[config.mk]
export PLATFORM = sky130hd
export DESIGN_NAME = pipe_scroll_ctrl
export DESIGN_NICKNAME = d
export VERILOG_FILES = /design/src/rtl/pipe_scroll_ctrl.sv
export SDC_FILE = /design/constraint.sdc
export NUM_CORES = 1
export LEC_CHECK = 0
export ABC_AREA = 1
export CAP_MARGIN = 20
export CORE_MARGIN = 2
export CORE_UTILIZATION = 50
export CTS_CLUSTER_DIAMETER = 150
export DETAILED_ROUTE_END_ITERATION = 10
export PLACE_DENSITY = 0.77
export SLEW_MARGIN = 30
export SYNTH_ARGS = -nofsm -noshare
export SYNTH_HDL_FRONTEND = slang
export SYNTH_SLANG_ARGS = --single-unit
[constraint.sdc]
create_clock -name clk -period 4.4 [get_ports clk]
set_input_delay 1.32 -clock clk [delete_from_list [all_inputs] [get_ports clk]]
set_output_delay 1.32 -clock clk [all_outputs]
set_load 0.02 [all_outputs]
[src/rtl/pipe_scroll_ctrl.sv]
// Flappy Bird game-state producer: two scrolling pipe pairs with LFSR gap heights,
// bird/pipe/ground collision, score counting and the IDLE/RUN/OVER game FSM.
module pipe_scroll_ctrl #(
  parameter int unsigned PIPE_W   = 60,
  parameter int unsigned GAP      = 120,
  parameter int unsigned BIRD_X   = 100,
  parameter int unsigned BIRD_W   = 34,
  parameter int unsigned BIRD_H   = 24,
  parameter int unsigned GROUND_Y = 440
) (
  input  logic       clk,
  input  logic       rst_n,
  input  logic       tick,
  input  logic       start,
  input  logic [9:0] bird_y,
  output logic [9:0] pipe1_x,
  output logic [9:0] pipe2_x,
  output logic [9:0] up_pipe1_y,
  output logic [9:0] up_pipe2_y,
  output logic [9:0] down_pipe1_y,
  output logic [9:0] down_pipe2_y,
  output logic       gameover,
  output logic       running,
  output logic [9:0] score,
  output logic       score_pulse
);

  typedef enum logic [1:0] {IDLE, RUN, OVER} state_t;

  localparam logic [9:0]  X_SPAWN   = 10'd409;
  localparam logic [9:0]  P1_X0     = 10'd409;
  localparam logic [9:0]  P1_UP0    = 10'd140;
  localparam logic [9:0]  P1_DN0    = 10'd260;
  localparam logic [9:0]  P2_X0     = 10'd614;
  localparam logic [9:0]  P2_UP0    = 10'd200;
  localparam logic [9:0]  P2_DN0    = 10'd320;
  localparam logic [9:0]  SCORE_MAX = 10'd999;
  localparam logic [15:0] LFSR_SEED = 16'hACE1;
  localparam logic [9:0]  BIRD_X10  = 10'(BIRD_X);
  localparam logic [10:0] BIRD_X11  = 11'(BIRD_X);
  // x - PIPE_W + 1 <= BIRD_X + BIRD_W - 1 rearranged so nothing is subtracted from x
  localparam logic [10:0] OVL_HI    = 11'(BIRD_X + BIRD_W + PIPE_W - 2);

  state_t      state;
  logic [15:0] lfsr;
  logic        lfsr_fb;
  logic [9:0]  spawn_up;
  logic [9:0]  spawn_down;
  logic        ground_hit;
  logic        collide;

  function automatic logic pipe_hit(input logic [9:0] x, input logic [9:0] up,
                                    input logic [9:0] down, input logic [9:0] by);
    logic overlap;
    overlap = ({1'b0, x} >= BIRD_X11) && ({1'b0, x} <= OVL_HI);
    return overlap && ((by <= up) || (({1'b0, by} + 11'(BIRD_H - 1)) >= {1'b0, down}));
  endfunction

  always_comb begin
    lfsr_fb    = lfsr[15] ^ lfsr[13] ^ lfsr[12] ^ lfsr[10];
    spawn_up   = 10'(40) + {2'b00, lfsr[7:0]};
    spawn_down = spawn_up + 10'(GAP);
    ground_hit = ({1'b0, bird_y} + 11'(BIRD_H)) >= 11'(GROUND_Y);
    collide    = ground_hit
               || pipe_hit(pipe1_x, up_pipe1_y, down_pipe1_y, bird_y)
               || pipe_hit(pipe2_x, up_pipe2_y, down_pipe2_y, bird_y);
  end

  always_ff @(posedge clk or negedge rst_n) begin
    if (!rst_n) begin
      state        <= IDLE;
      lfsr         <= LFSR_SEED;
      pipe1_x      <= P1_X0;
      up_pipe1_y   <= P1_UP0;
      down_pipe1_y <= P1_DN0;
      pipe2_x      <= P2_X0;
      up_pipe2_y   <= P2_UP0;
      down_pipe2_y <= P2_DN0;
      score        <= '0;
      score_pulse  <= 1'b0;
      gameover     <= 1'b0;
      running      <= 1'b0;
    end else begin
      lfsr        <= {lfsr[14:0], lfsr_fb};
      score_pulse <= 1'b0;
      unique case (state)
        IDLE: begin
          if (start) begin
            state   <= RUN;
            running <= 1'b1;
          end
        end
        RUN: begin
          if (collide) begin
            state    <= OVER;
            running  <= 1'b0;
            gameover <= 1'b1;
          end else if (tick) begin
            if (pipe1_x == '0) begin
              pipe1_x      <= X_SPAWN;
              up_pipe1_y   <= spawn_up;
              down_pipe1_y <= spawn_down;
            end else begin
              pipe1_x <= pipe1_x - 10'd1;
            end
            if (pipe2_x == '0) begin
              pipe2_x      <= X_SPAWN;
              up_pipe2_y   <= spawn_up;
              down_pipe2_y <= spawn_down;
            end else begin
              pipe2_x <= pipe2_x - 10'd1;
            end
            if ((pipe1_x == BIRD_X10) || (pipe2_x == BIRD_X10)) begin
              score_pulse <= 1'b1;
              if (score != SCORE_MAX) score <= score + 10'd1;
            end
          end
        end
        OVER: begin
          if (start) begin
            state        <= IDLE;
            gameover     <= 1'b0;
            pipe1_x      <= P1_X0;
            up_pipe1_y   <= P1_UP0;
            down_pipe1_y <= P1_DN0;
            pipe2_x      <= P2_X0;
            up_pipe2_y   <= P2_UP0;
            down_pipe2_y <= P2_DN0;
            score        <= '0;
          end
        end
        default: state <= IDLE;
      endcase
    end
  end

endmodule

* Word-level counts from Yosys, hierarchy flattened
Index checks and enable logic that the tools add are counted.
** Storage, ports and cells
- Register bits after elaboration :: 91
- Bits in latches :: 0
- RAM bits :: 0
- ROM bits :: 0
- Input port bits :: 14
- Output and inout bits :: 73
- Word-level logic and storage cells :: 116
- Memories kept :: 0
** Cells by class
- $add $sub $neg :: 7
- $mul :: 0
- Div/mod/pow operators :: 0
- Order comparisons :: 9
- Equal/unequal tests :: 14
- Shift-type cells :: 0
- Mux-type cells :: 50
- Bitwise logic cells :: 3
- Reduce and logical (&&, ||, !) cells :: 21
** Operator list (count)
- 10-bit two-way mux :: 29
- 10-bit one-hot mux with 2 select lines :: 7
- 10-bit by 5-bit adder with 11-bit output, second input constant :: 2
- 11-bit by 10-bit >= comparator with 1-bit output :: 2
- 10-bit by 7-bit == test with 1-bit output, second input constant :: 2
- 10-bit by 7-bit >= comparator with 1-bit output, second input constant :: 2
- 10-bit less-or-equal comparator :: 2
- 10-bit by 8-bit less-or-equal comparator with 1-bit output, second input constant :: 2
- 10-bit logical NOT :: 2
- 10-bit by 1-bit subtractor with 10-bit output, second input constant :: 2
- 2-bit inequality test, second input constant :: 9
- 11-bit by 9-bit >= comparator with 1-bit output, second input constant :: 1
- 10-bit by 1-bit adder with 10-bit output, second input constant :: 1
- 9-bit by 7-bit adder with 10-bit output, second input constant :: 1
- 10-bit inequality test, second input constant :: 1
- 5-bit AND reduction :: 2
- 6-bit by 8-bit adder with 9-bit output, first input constant :: 1
- 3-bit AND reduction :: 3
- 1-bit two-way mux :: 8
- 2-bit two-way mux :: 3
- 2-bit one-hot mux with 3 select lines :: 1
- 6-bit AND reduction :: 1
- 1-bit logical OR :: 5
- 1-bit logical AND :: 4
- other kinds (7) :: 11

* Depth between registers and ports, before layout
Gate-level depths: netlist of the first run.
- Depth after elaboration :: 8
- Mapped depth :: 25
- Mapped depth without buffers :: 23

* Worst setup path before layout of the first run
Ideal clock, no wire load.
- Kind :: input-to-reg
- Start point :: in bird_y[0]
- End point :: reg pipe1_x[2]
- Library setup time :: 0.118 ns
- Data arrival time :: 3.575 ns
- Required time :: 4.282 ns
- Setup slack :: 0.707 ns
- Stages on the path :: 23
- Buffers on the path :: 2
- Cell sequence :: inv_1 > ha_1 > nand2_1 > nand2_1 > nand2_1 > nand2_1 > nor2_1 > xor2_1 > ha_1 > nand2_1 > nand2_1 > a21oi_1 > nand2_1 > nor2_1 > nand3_1 > nand2_1 > nand3_2 > nand2_2 > nand2_2 > buf_6 > buf_6 > nand2_1 > o21ai_2
** Between the ends
- Cells in the longest elaborated chain, start to end :: 8
- Elaborated cells on any way between the ends :: 15
- Those cells by class :: add/sub (2); order compare (5); eq/ne (1); reduce/logical (7)
** Ends and longest elaborated chain
- from (decl) :: line 15 : input logic [9:0] bird_y,
- 10-bit by 5-bit adder with 11-bit output :: line 56 : return overlap && ((by <= up) || (({1'b0, by} + 11'(BIRD_H - 1)) >= {1'b0, down}));
- 11-bit by 10-bit >= comparator with 1-bit output :: line 56
- 1-bit logical OR :: line 56
- 1-bit logical AND :: line 56
- 1-bit logical OR :: line 65 : || pipe_hit(pipe1_x, up_pipe1_y, down_pipe1_y, bird_y)
- 1-bit logical OR (*) :: line 66 : || pipe_hit(pipe2_x, up_pipe2_y, down_pipe2_y, bird_y);
- 2-bit inequality test (no line) (*)
- 4-bit AND reduction (no line) (*)
- to (signal assigned) :: line 104 : pipe1_x <= pipe1_x - 10'd1;
- to (decl) :: line 16 : output logic [9:0] pipe1_x,
Every way passes the cells marked *; elsewhere a longest branch is shown, timed or not.
A chain may end at the register's enable or synchronous reset.

* Final worst setup path of the first run
- Start point :: in bird_y[0]
- End point :: reg pipe2_x[0]
** Between the ends
- Cells in the longest elaborated chain, start to end :: 8
- Elaborated cells on any way between the ends :: 15
- Those cells by class :: add/sub (2); order compare (5); eq/ne (1); reduce/logical (7)
** Ends and longest elaborated chain
- 10-bit by 5-bit adder with 11-bit output :: line 56
- 11-bit by 10-bit >= comparator with 1-bit output :: line 56
- 1-bit logical OR :: line 56
- 1-bit logical AND :: line 56
- 1-bit logical OR :: line 65
- 1-bit logical OR (*) :: line 66
- 2-bit inequality test (no line) (*)
- 4-bit AND reduction (no line) (*)
- to (signal assigned) :: line 111 : pipe2_x <= pipe2_x - 10'd1;
- to (decl) :: line 17 : output logic [9:0] pipe2_x,
Marked as above.

==> flow_summary.toml, run 1 <==
[routing]
wl_per_cell_um = 14.8
ant_nets = 0
drt_iter0_drc = 463
drcViolationCount = 0
vias = 5368
vias_per_cell = 5.42
drt_first_pass_iters = 5
routed_wl_um = 14700

[critical_path]
crit_top_cell = "nand2_1"
start_kind = "input pin"
worst-setup-path-type = "in2reg"
critPathTopFamily = "simple AND/OR/NAND/NOR gates"
crit_path_end_kind = "register"
slowest_delay_ps = 480
cp.required_ps = 4620
cp_cell_sequence = "clkdlybuf4s50_1 > inv_1 > ha_1 > nand2_1 > nand2_1 > nand2_1 > nand2_1 > nor2_2 > xor2_1 > ha_1 > nand2_1 > inv_1 > a21oi_1 > nand3_1 > nor2_1 > nand2_1 > nand2_1 > nand3_2 > nand2_4 > nand2_2 > buf_12 > nand2_1 > o21ai_2"
reg2reg_from = "pipe2_x[0]"
crit_buf_inv = 4
crit_path_max_fanout = 38
cp-startpoint = "bird_y[0]"
cp_slowest_cell = "clkdlybuf4s50_1"
arrival_ps = 4330

[floorplan]
die_area_um2 = 12400
core_area_um2 = 11300
io_pins = 87
start_util_pct = 50.8
num_rows = 39
die_h_um = 111
fp.dieW_um = 111

[power]
leakage_nw = 3.53
seq_power_share_pct = 28.4
power_frac_comb_pct = 51.2
internal_power_mw = 2.49
p_switching_mw = 1.89
irDropWorstVdd_mv = 0.497
clock_power_share_pct = 20.4
sw_frac_of_total_pct = 43.2
power_density_nw_per_um2 = 609

[worst_hold_path]
hp-class = "reg2reg"
hold_start = "lfsr[9]"

[timing]
tightest_slew_ps = 736
rsz0062_at_grt = "false"
slew_violations = 0
hold_viol = 0
setup_slack_ps = 293
holdWs_ps = 357
setup_viol = 0
fin_setup_tns_ps = 0
fin_skew_ps = 8.24
layout_worst_path_cycle_share_pct = 93.3
max_slew_margin_pct = 50.9
post-route-min-period_ps = 4110
max_freq_ghz = 0.244

[synth]
synth.distinct_cells = 43
synth_top_cell_by_area = "dfrtp_1"
ys_seq_area_share_pct = 36.7
avgSynthCellArea_um2 = 7.65
synthesis.area_um2 = 5750
synth_area_leaders = "dfrtp_1 (24%), nand2_1 (13%), dfstp_2 (12%)"
syn_inst = 751
synthFlopType = "dfrtp_1"
synth_top_area_share_pct = 24.4
synthArstFlopShare_pct = 100
synth_edf_count = 0
ys.warnings.count = 0
ys_ff_latch = 83

[grt]
antenna_found_initial = 0
grt_pass1_vias = 5236
track_usage_pct = 24.0
grt_first_pass_wirelength_um = 24400
grt_max_degree = 84
overflow = 0

[final_layout]
stdcell_count = 990
mostFrequentLayoutCells = "nand2_1 (205), inv_1 (100), clkdlybuf4s50_1 (83), nor2_1 (61), dfrtp_1 (56)"
fin_nets = 907
diodes = 0
layout_commonest_cell = "nand2_1"
fillers = 970
drive_gt1_share_pct = 11.7
area_delta_synth_final_pct = 25.0
final_core_util_pct = 63.5

[flow_run]
cap_violations = 0

[clock_tree]
clk_latency_ps = 340
clk_path_buf_depth = 2
cts_tree = "done"
clk_pin_slew_ps = 50
clock_sinks = 83
cts-htree-levels = 3
cts_buffers = 9
clockRootBuffer = "clkbuf_16"

[place]
gp_congestion = 0.909
portBuffers = 84
placedCellCount = 972
place_hpwl_um = 10800
place_ws_ps = -145

[outcome]
status = "complete, no violations"
## per-layer routing
layer,wire [um],share of wire [%],GRT usage [%]
met3,813,5.5,4.65
met2,7090,48,40.7
met5,0,0,0
met1,6440,44,30.3
met4,326,2.2,9.47
## registers in the layout (all words and copies together) (netlist names)
signal        flops
pipe1_x          10
down_pipe2_y     10
gameover          1
score            10
up_pipe1_y        6
score_pulse       1
down_pipe1_y     10
up_pipe2_y        6
running           1
state             2
lfsr             16
pipe2_x          10
## power by group through the flow
stage	combinational [mW]	clock [mW]	sequential (mW)
floorplan	1.28	0	1.41
global placement	2.13	0	1.24
detailed placement	2.19	0	1.24
CTS	2.21	0.906	1.24
global route	2.47	0.941	1.27
finish	2.24	0.892	1.24
## cell usage after synthesis (2+ instances only)
library cell	instances
nand2_1	205
inv_1	100
nor2_1	62
dfrtp_1	56
ha_1	51
nand4_1	47
nand3_1	34
dfstp_2	27
a21oi_1	21
xor2_1	20
o21ai_0	14
nor3_1	13
o21ai_1	12
o21ai_2	11
buf_4	10
buf_2	7
xnor2_1	7
clkbuf_1	6
buf_6	5
nand3_2	4
nor4_1	4
a21o_1	3
a31oi_1	3
nand2_2	3
nand3b_1	3
buf_1	2
inv_2	2
o21a_1	2
o21bai_1	2
o31ai_1	2
## stage by stage
step           power [mW]  area, um2
3_3_place_gp         3.37       6790
6_report             4.37       7180
5_1_grt              4.68       7180
2_1_floorplan        2.69       5750
4_1_cts              4.35       7150
3_5_place_dp         3.44       6790
## worst paths after layout
path	cells after the start	slack, ps	endpoint
max	23	290	pipe2_x[0]
max in group asynchronous	1	2880	down_pipe2_y[0]
max reg2reg	10	1920	down_pipe2_y[9]
min reg2reg	0	360	lfsr[10]
min	0	360	lfsr[10]
min in group asynchronous	1	1010	score[5]
## repair_timing
item / 4_1_cts / 5_1_grt
setup buffers: 0 / 1
hold buffers: 0 / 0
setup endpoints to repair: 0 / 57
resized for setup: 0 / 4
## final cells by class
class / count / area [um2] / share of cell area (%)
inverter: 102 / 383 / 5.33
tap: 143 / 179 / 2.49
sequential: 83 / 2110 / 29.4
timing repair buffer: 109 / 1070 / 14.9
clock buffer: 12 / 267 / 3.71
clock inverter: 4 / 95.1 / 1.32
multi-input combinational: 537 / 3080 / 42.9
## cells by family after synthesis
| family | count (synthesis) | share of synthesized area (%) |
|---|---|---|
| buffers and inverters | 133 | 10.2 |
| XOR/XNOR | 27 | 4.12 |
| AND/OR/NAND/NOR | 383 | 29.9 |
| adder cells (fa/ha/maj) | 51 | 11.1 |
| flip-flops | 83 | 36.7 |
| AO/OA/AOI/OAI | 73 | 7.86 |
| other | 1 | 0.0653 |
Power figures use the tool's default switching activity.
==> inputs of run 2 (changes only) <==
ABC_AREA = not set   (was 1)
HOLD_SLACK_MARGIN = 0.12   (was not set)
PLACE_DENSITY = 0.78   (was 0.77)
REMOVE_ABC_BUFFERS = 1   (was not set)
==> flow_summary.toml, run 2 <==
[routing]
drt_first_pass_iters = 5
routed_wl_um = 15300
drcViolationCount = 0
ant_nets = 0
drt_iter0_drc = 463
vias = 4906
wl_per_cell_um = 18.1
vias_per_cell = 5.83

[clock_tree]
cts-htree-levels = 3
clk_latency_ps = 370
cts_hold_buffers = 0
clk_pin_slew_ps = 90
cts_buffers = 9
clock_sinks = 83
clk_path_buf_depth = 2
clockRootBuffer = "clkbuf_8"
cts_tree = "done"

[synth]
synthesis.area_um2 = 5300
synth_edf_count = 0
avgSynthCellArea_um2 = 9.37
syn_inst = 566
synth.distinct_cells = 69
ys_seq_area_share_pct = 39.8
synth.most_common_cell = "dfrtp_1"
synth_top_cell_by_area = "dfrtp_1"
synthFlopType = "dfrtp_1"
synth_common_cells = "dfrtp_1 (56), ha_1 (51), inv_1 (47), nor2_1 (47), nand2_1 (40)"
ys.warnings.count = 0
synthArstFlopShare_pct = 100
synth_top_area_share_pct = 26.4
ys_ff_latch = 83
synth_area_leaders = "dfrtp_1 (26%), dfstp_2 (13%), ha_1 (12%)"

[final_layout]
layout_commonest_cell = "clkdlybuf4s50_1"
area_delta_synth_final_pct = 33.3
diodes = 0
fin_nets = 765
largest_reg_flops = 16
largest_register = "lfsr"
drive_gt1_share_pct = 21.1
mostFrequentLayoutCells = "clkdlybuf4s50_1 (78), dfrtp_1 (56), buf_4 (55), ha_1 (48)"

[place]
gp_congestion = 0.957
portBuffers = 84
place_ws_ps = -693
place_hpwl_um = 10700

[floorplan]
num_rows = 37
start_util_pct = 51.4
die_h_um = 107
io_pins = 87
die_area_um2 = 11400
fp.dieW_um = 107
core_area_um2 = 10300

[worst_hold_path]
hp-class = "reg2reg"
min_path_cells = 0

[critical_path]
start_kind = "input pin"
rrSetupSlack_ps = 1350
arrival_ps = 4540
cp_slowest_cell = "clkdlybuf4s50_1"
cp.required_ps = 4690
crit_path_end = "pipe2_x[5]"
r2r_cells = 15
crit_path_end_kind = "register"
worst-setup-path-type = "in2reg"
crit_path_max_fanout = 7
critPathTopFamily = "buffers and inverters"
crit_buf_inv = 7
slowest_delay_ps = 560
r2r_end = "pipe2_x[5]"
cp-startpoint = "bird_y[5]"
crit_top_cell = "buf_4"
path_depth = 16
reg2reg_from = "up_pipe1_y[3]"
cp_cell_sequence = "clkdlybuf4s50_1 > buf_4 > ha_1 > nand4_1 > o21bai_1 > a31oi_1 > a2111oi_1 > buf_4 > o31ai_2 > buf_4 > buf_4 > a21oi_4 > buf_4 > buf_12 > o21ai_0 > o21ai_1"

[timing]
setup_viol = 0
max_freq_ghz = 0.236
fin_skew_ps = 12.2
post-route-min-period_ps = 4250
setup_slack_ps = 155
holdWs_ps = 359
tightest_slew_ps = 886
max_slew_margin_pct = 40.9
slew_violations = 0
hold_viol = 0
layout_worst_path_cycle_share_pct = 96.5

[grt]
overflow = 0
grt_pass1_vias = 4966
grt.busiest_layer = "met2"
met1_usage_pct = 37.1
use_met2_pct = 44.8
track_usage_pct = 27.3
grt_max_degree = 84
grt_use_met3_pct = 3.83
grt_first_pass_wirelength_um = 24900
antenna_found_initial = 0

[power]
leakage_nw = 3.20
irDropWorstVdd_mv = 0.315
power_density_nw_per_um2 = 462

[flow_run]
cap_violations = 0

[outcome]
status = "complete, no violations"
## run 2: changes by cell type in the layout (fill, tap and decap cells not counted), moves of 7 or more
cell and delta:
a22o_1 +7, nand4_1 -41, inv_1 -54, xor2_1 -13
nand3_1 -7, o21ai_2 -11, a31oi_1 +9, a21o_1 +10
buf_4 +34, clkbuf_16 -8, nor2_1 -15, nand2_1 -168
## run 2: area by class of cell
class | count | area [um2]
Timing Repair Buffer | 147 | 1410
Inverter | 47 | 176
Sequential cell | 83 | 2110
Clock buffer | 9 | 124
Multi-Input combinational cell | 412 | 3000
Fill cell | 754 | 3250
Tap cell | 136 | 170
Clock inverter | 7 | 83.8
## run 2: metrics by stage
step | instances | area, um2 | utilization, % | setup TNS [ps] | total power [mW]
2_1_floorplan | 541 | 5140 | - | -2740 | 1.91
3_3_place_gp | 812 | 6550 | 63.5 | -21460 | 2.49
4_1_cts | 832 | 6910 | 66.9 | -124 | 3.18
6_report | 841 | 7070 | 68.5 | 0 | 3.27
3_5_place_dp | 812 | 6560 | 63.5 | -28650 | 2.54
5_1_grt | 841 | 7070 | 68.5 | -102 | 3.46
## run 2: logic make-up (layout without fill, tap and decap cells)
logic type,after synthesis,after routing,share of synthesized area (%)
AO/OA/AOI/OAI,152,152,19.7
XOR/XNOR,19,19,3.14
adder cells (fa/ha/maj),51,51,12.0
buffers and inverters,73,210,6.53
flip-flops,83,83,39.8
multiplexers,4,4,0.802
other,1,2,0.0707
AND/OR/NAND/NOR,183,184,17.9
## run 2: worst min path at each step
stage | startpoint | to | slack [ps]
floorplan | lfsr[8] | lfsr[9] | 330
global placement | lfsr[14] | lfsr[15] | 340
detailed placement | lfsr[9] | lfsr[10] | 340
CTS | lfsr[8] | lfsr[9] | 360
global route | lfsr[8] | lfsr[9] | 370
finish | lfsr[8] | lfsr[9] | 360
## run 2: timing repair
item / in CTS / in global routing
resized for setup: 18 / 29
buffers inserted: 3 / 7
pin swaps: 6 / 12
setup endpoints to repair: 42 / 57
cloned: 1 / 2
## run 2: metal layers
metal | vias up | share of wire [%]
li1 | 2287 | -
met1 | 2380 | 42
met5 | - | 0
met2 | 202 | 50
met3 | 37 | 4.9
met4 | 0 | 2.7
## run 2: power breakdown
group	internal (mW)	leakage [nW]	total (mW)	switching [mW]
Combinational	0.698	2.06	1.52	0.825
Sequential	0.949	1.04	1.16	0.211
Clock	0.274	0.108	0.585	0.310
Total	1.92	3.20	3.27	1.35
==> patch: new RTL, config.mk and constraints of run 1 <==
Register the output `pipe1_x` once more, cleared by the reset; this adds one clock of latency there. The other outputs are not delayed to match.
--- a/src/rtl/pipe_scroll_ctrl.sv
+++ b/src/rtl/pipe_scroll_ctrl.sv
@@ -41,6 +41,8 @@
   // x - PIPE_W + 1 <= BIRD_X + BIRD_W - 1 rearranged so nothing is subtracted from x
   localparam logic [10:0] OVL_HI    = 11'(BIRD_X + BIRD_W + PIPE_W - 2);
 
+  logic [9:0] pipe1_x_s0;
+
   state_t      state;
   logic [15:0] lfsr;
   logic        lfsr_fb;
@@ -62,7 +64,7 @@
     spawn_down = spawn_up + 10'(GAP);
     ground_hit = ({1'b0, bird_y} + 11'(BIRD_H)) >= 11'(GROUND_Y);
     collide    = ground_hit
-               || pipe_hit(pipe1_x, up_pipe1_y, down_pipe1_y, bird_y)
+               || pipe_hit(pipe1_x_s0, up_pipe1_y, down_pipe1_y, bird_y)
                || pipe_hit(pipe2_x, up_pipe2_y, down_pipe2_y, bird_y);
   end
 
@@ -70,7 +72,7 @@
     if (!rst_n) begin
       state        <= IDLE;
       lfsr         <= LFSR_SEED;
-      pipe1_x      <= P1_X0;
+      pipe1_x_s0   <= P1_X0;
       up_pipe1_y   <= P1_UP0;
       down_pipe1_y <= P1_DN0;
       pipe2_x      <= P2_X0;
@@ -96,12 +98,12 @@
             running  <= 1'b0;
             gameover <= 1'b1;
           end else if (tick) begin
-            if (pipe1_x == '0) begin
-              pipe1_x      <= X_SPAWN;
+            if (pipe1_x_s0 == '0) begin
+              pipe1_x_s0   <= X_SPAWN;
               up_pipe1_y   <= spawn_up;
               down_pipe1_y <= spawn_down;
             end else begin
-              pipe1_x <= pipe1_x - 10'd1;
+              pipe1_x_s0 <= pipe1_x_s0 - 10'd1;
             end
             if (pipe2_x == '0) begin
               pipe2_x      <= X_SPAWN;
@@ -110,7 +112,7 @@
             end else begin
               pipe2_x <= pipe2_x - 10'd1;
             end
-            if ((pipe1_x == BIRD_X10) || (pipe2_x == BIRD_X10)) begin
+            if ((pipe1_x_s0 == BIRD_X10) || (pipe2_x == BIRD_X10)) begin
               score_pulse <= 1'b1;
               if (score != SCORE_MAX) score <= score + 10'd1;
             end
@@ -120,7 +122,7 @@
           if (start) begin
             state        <= IDLE;
             gameover     <= 1'b0;
-            pipe1_x      <= P1_X0;
+            pipe1_x_s0   <= P1_X0;
             up_pipe1_y   <= P1_UP0;
             down_pipe1_y <= P1_DN0;
             pipe2_x      <= P2_X0;
@@ -134,5 +136,13 @@
     end
   end
 
+  always_ff @(posedge clk or negedge rst_n) begin
+    if (!rst_n) begin
+      pipe1_x <= '0;
+    end else begin
+      pipe1_x <= pipe1_x_s0;
+    end
+  end
+
 endmodule
 
Function: changed (Yosys sat finds a counterexample within 4 cycles, from zero or initial values and one cycle with rst_n low).
==> patch against run 1 <==
  * Cell area increased by 1.3%
  * Total power is 0.50% higher
  * Area after synthesis is 1.9% higher
  * Critical path type unchanged
  * Largest cell class unchanged
  * Core utilization grew 0.29 points
  * Worst setup slack got worse by 39 ps
  * Clock power decreased by 17%
  * Routed wire length shrank 1.2%
  * Sequential cell count increased by 10
==> patch: results (changes against run 1) <==
- The flow ran to the end, and the final reports show no timing, DRC or antenna violations.
- The via count of the routed design is 5197 (-3.2%).
- The number of distinct standard cells referenced by the synthesized netlist is 46 (+7.0%).
- Sorting the synthesized cells by area gives the leading types as sky130_fd_sc_hd__dfrtp_1 (28%), sky130_fd_sc_hd__dfstp_2 (12%), sky130_fd_sc_hd__nand2_1 (11%), sky130_fd_sc_hd__ha_1 (11%), sky130_fd_sc_hd__inv_1 (6.5%).
- The per-instance average area after synthesis is 8.03 um^2 (+5.0%).
- In this run the worst setup path begins at bird_y[1].
- The multi-input combinational area share is 40.5% (-2.3 points).
- The layout buffering overhead excluding clock cells is 15.4% (+0.53 points).
- The worst slew slack as a fraction of its limit was 51.2% (+0.29 points).
- The routing usage on met2 is 38.6% (-2.2 points).
- The total power came to 4.40 mW (+0.50%).
- The clock group total power is 0.739 mW (-17%).
- The count of cells along the worst register-to-register path is 16 (+6).
- The leakage power came to 3.50 nW (-0.73%).
- The buffer count excluding the clock tree in the final layout is 117 (+7.3%).
- Compared with the post-synthesis result, the final layout area differs by 24.3%.
- The time the worst path needs with I/O delays and setup is 4150 ps (+39.1 ps).
- The number of cells in the design after placement was 961 (-1.1%).
- The power dissipated by switching net loads is 1.93 mW (+2.0%).
- The wire length of the first global-routing pass was 24500 um (+0.11%).
- The number of fill cells in the layout is 969 (-0.10%).
- The register share of the cell area is 32.4% (+3.1 points).
- The met3 capacity usage during global routing was 4.05% (-0.60 points).
- The met2 wirelength from detailed routing is 6960 um (-1.8%).
- The pin count of the biggest net entering global routing came to 59 (-30%).
- The multi-input combinational cell count is 507 (-5.6%).
==> patch: cell count changes after synthesis, moves of 7 or more <==
| cell | change |
|---|---|
| sky130_fd_sc_hd__o21ai_2 | +7 |
| sky130_fd_sc_hd__nand2_1 | -32 |
| sky130_fd_sc_hd__nand4_1 | -28 |
| sky130_fd_sc_hd__dfrtp_1 | +10 |
| sky130_fd_sc_hd__o21ai_1 | +19 |
| sky130_fd_sc_hd__a21oi_1 | +12 |
==> patch: logic make-up (layout without fill, tap and decap cells) <==
kind of cell | Yosys count | count (layout) | synth area share [%]
AO/OA/AOI/OAI | 118 | 118 | 12.1
XOR/XNOR | 24 | 24 | 3.59
adder cells (fa/ha/maj) | 51 | 51 | 10.9
buffers and inverters | 130 | 235 | 9.74
flip-flops | 93 | 93 | 40.3
other | 1 | 2 | 0.0640
AND/OR/NAND/NOR | 312 | 312 | 23.3
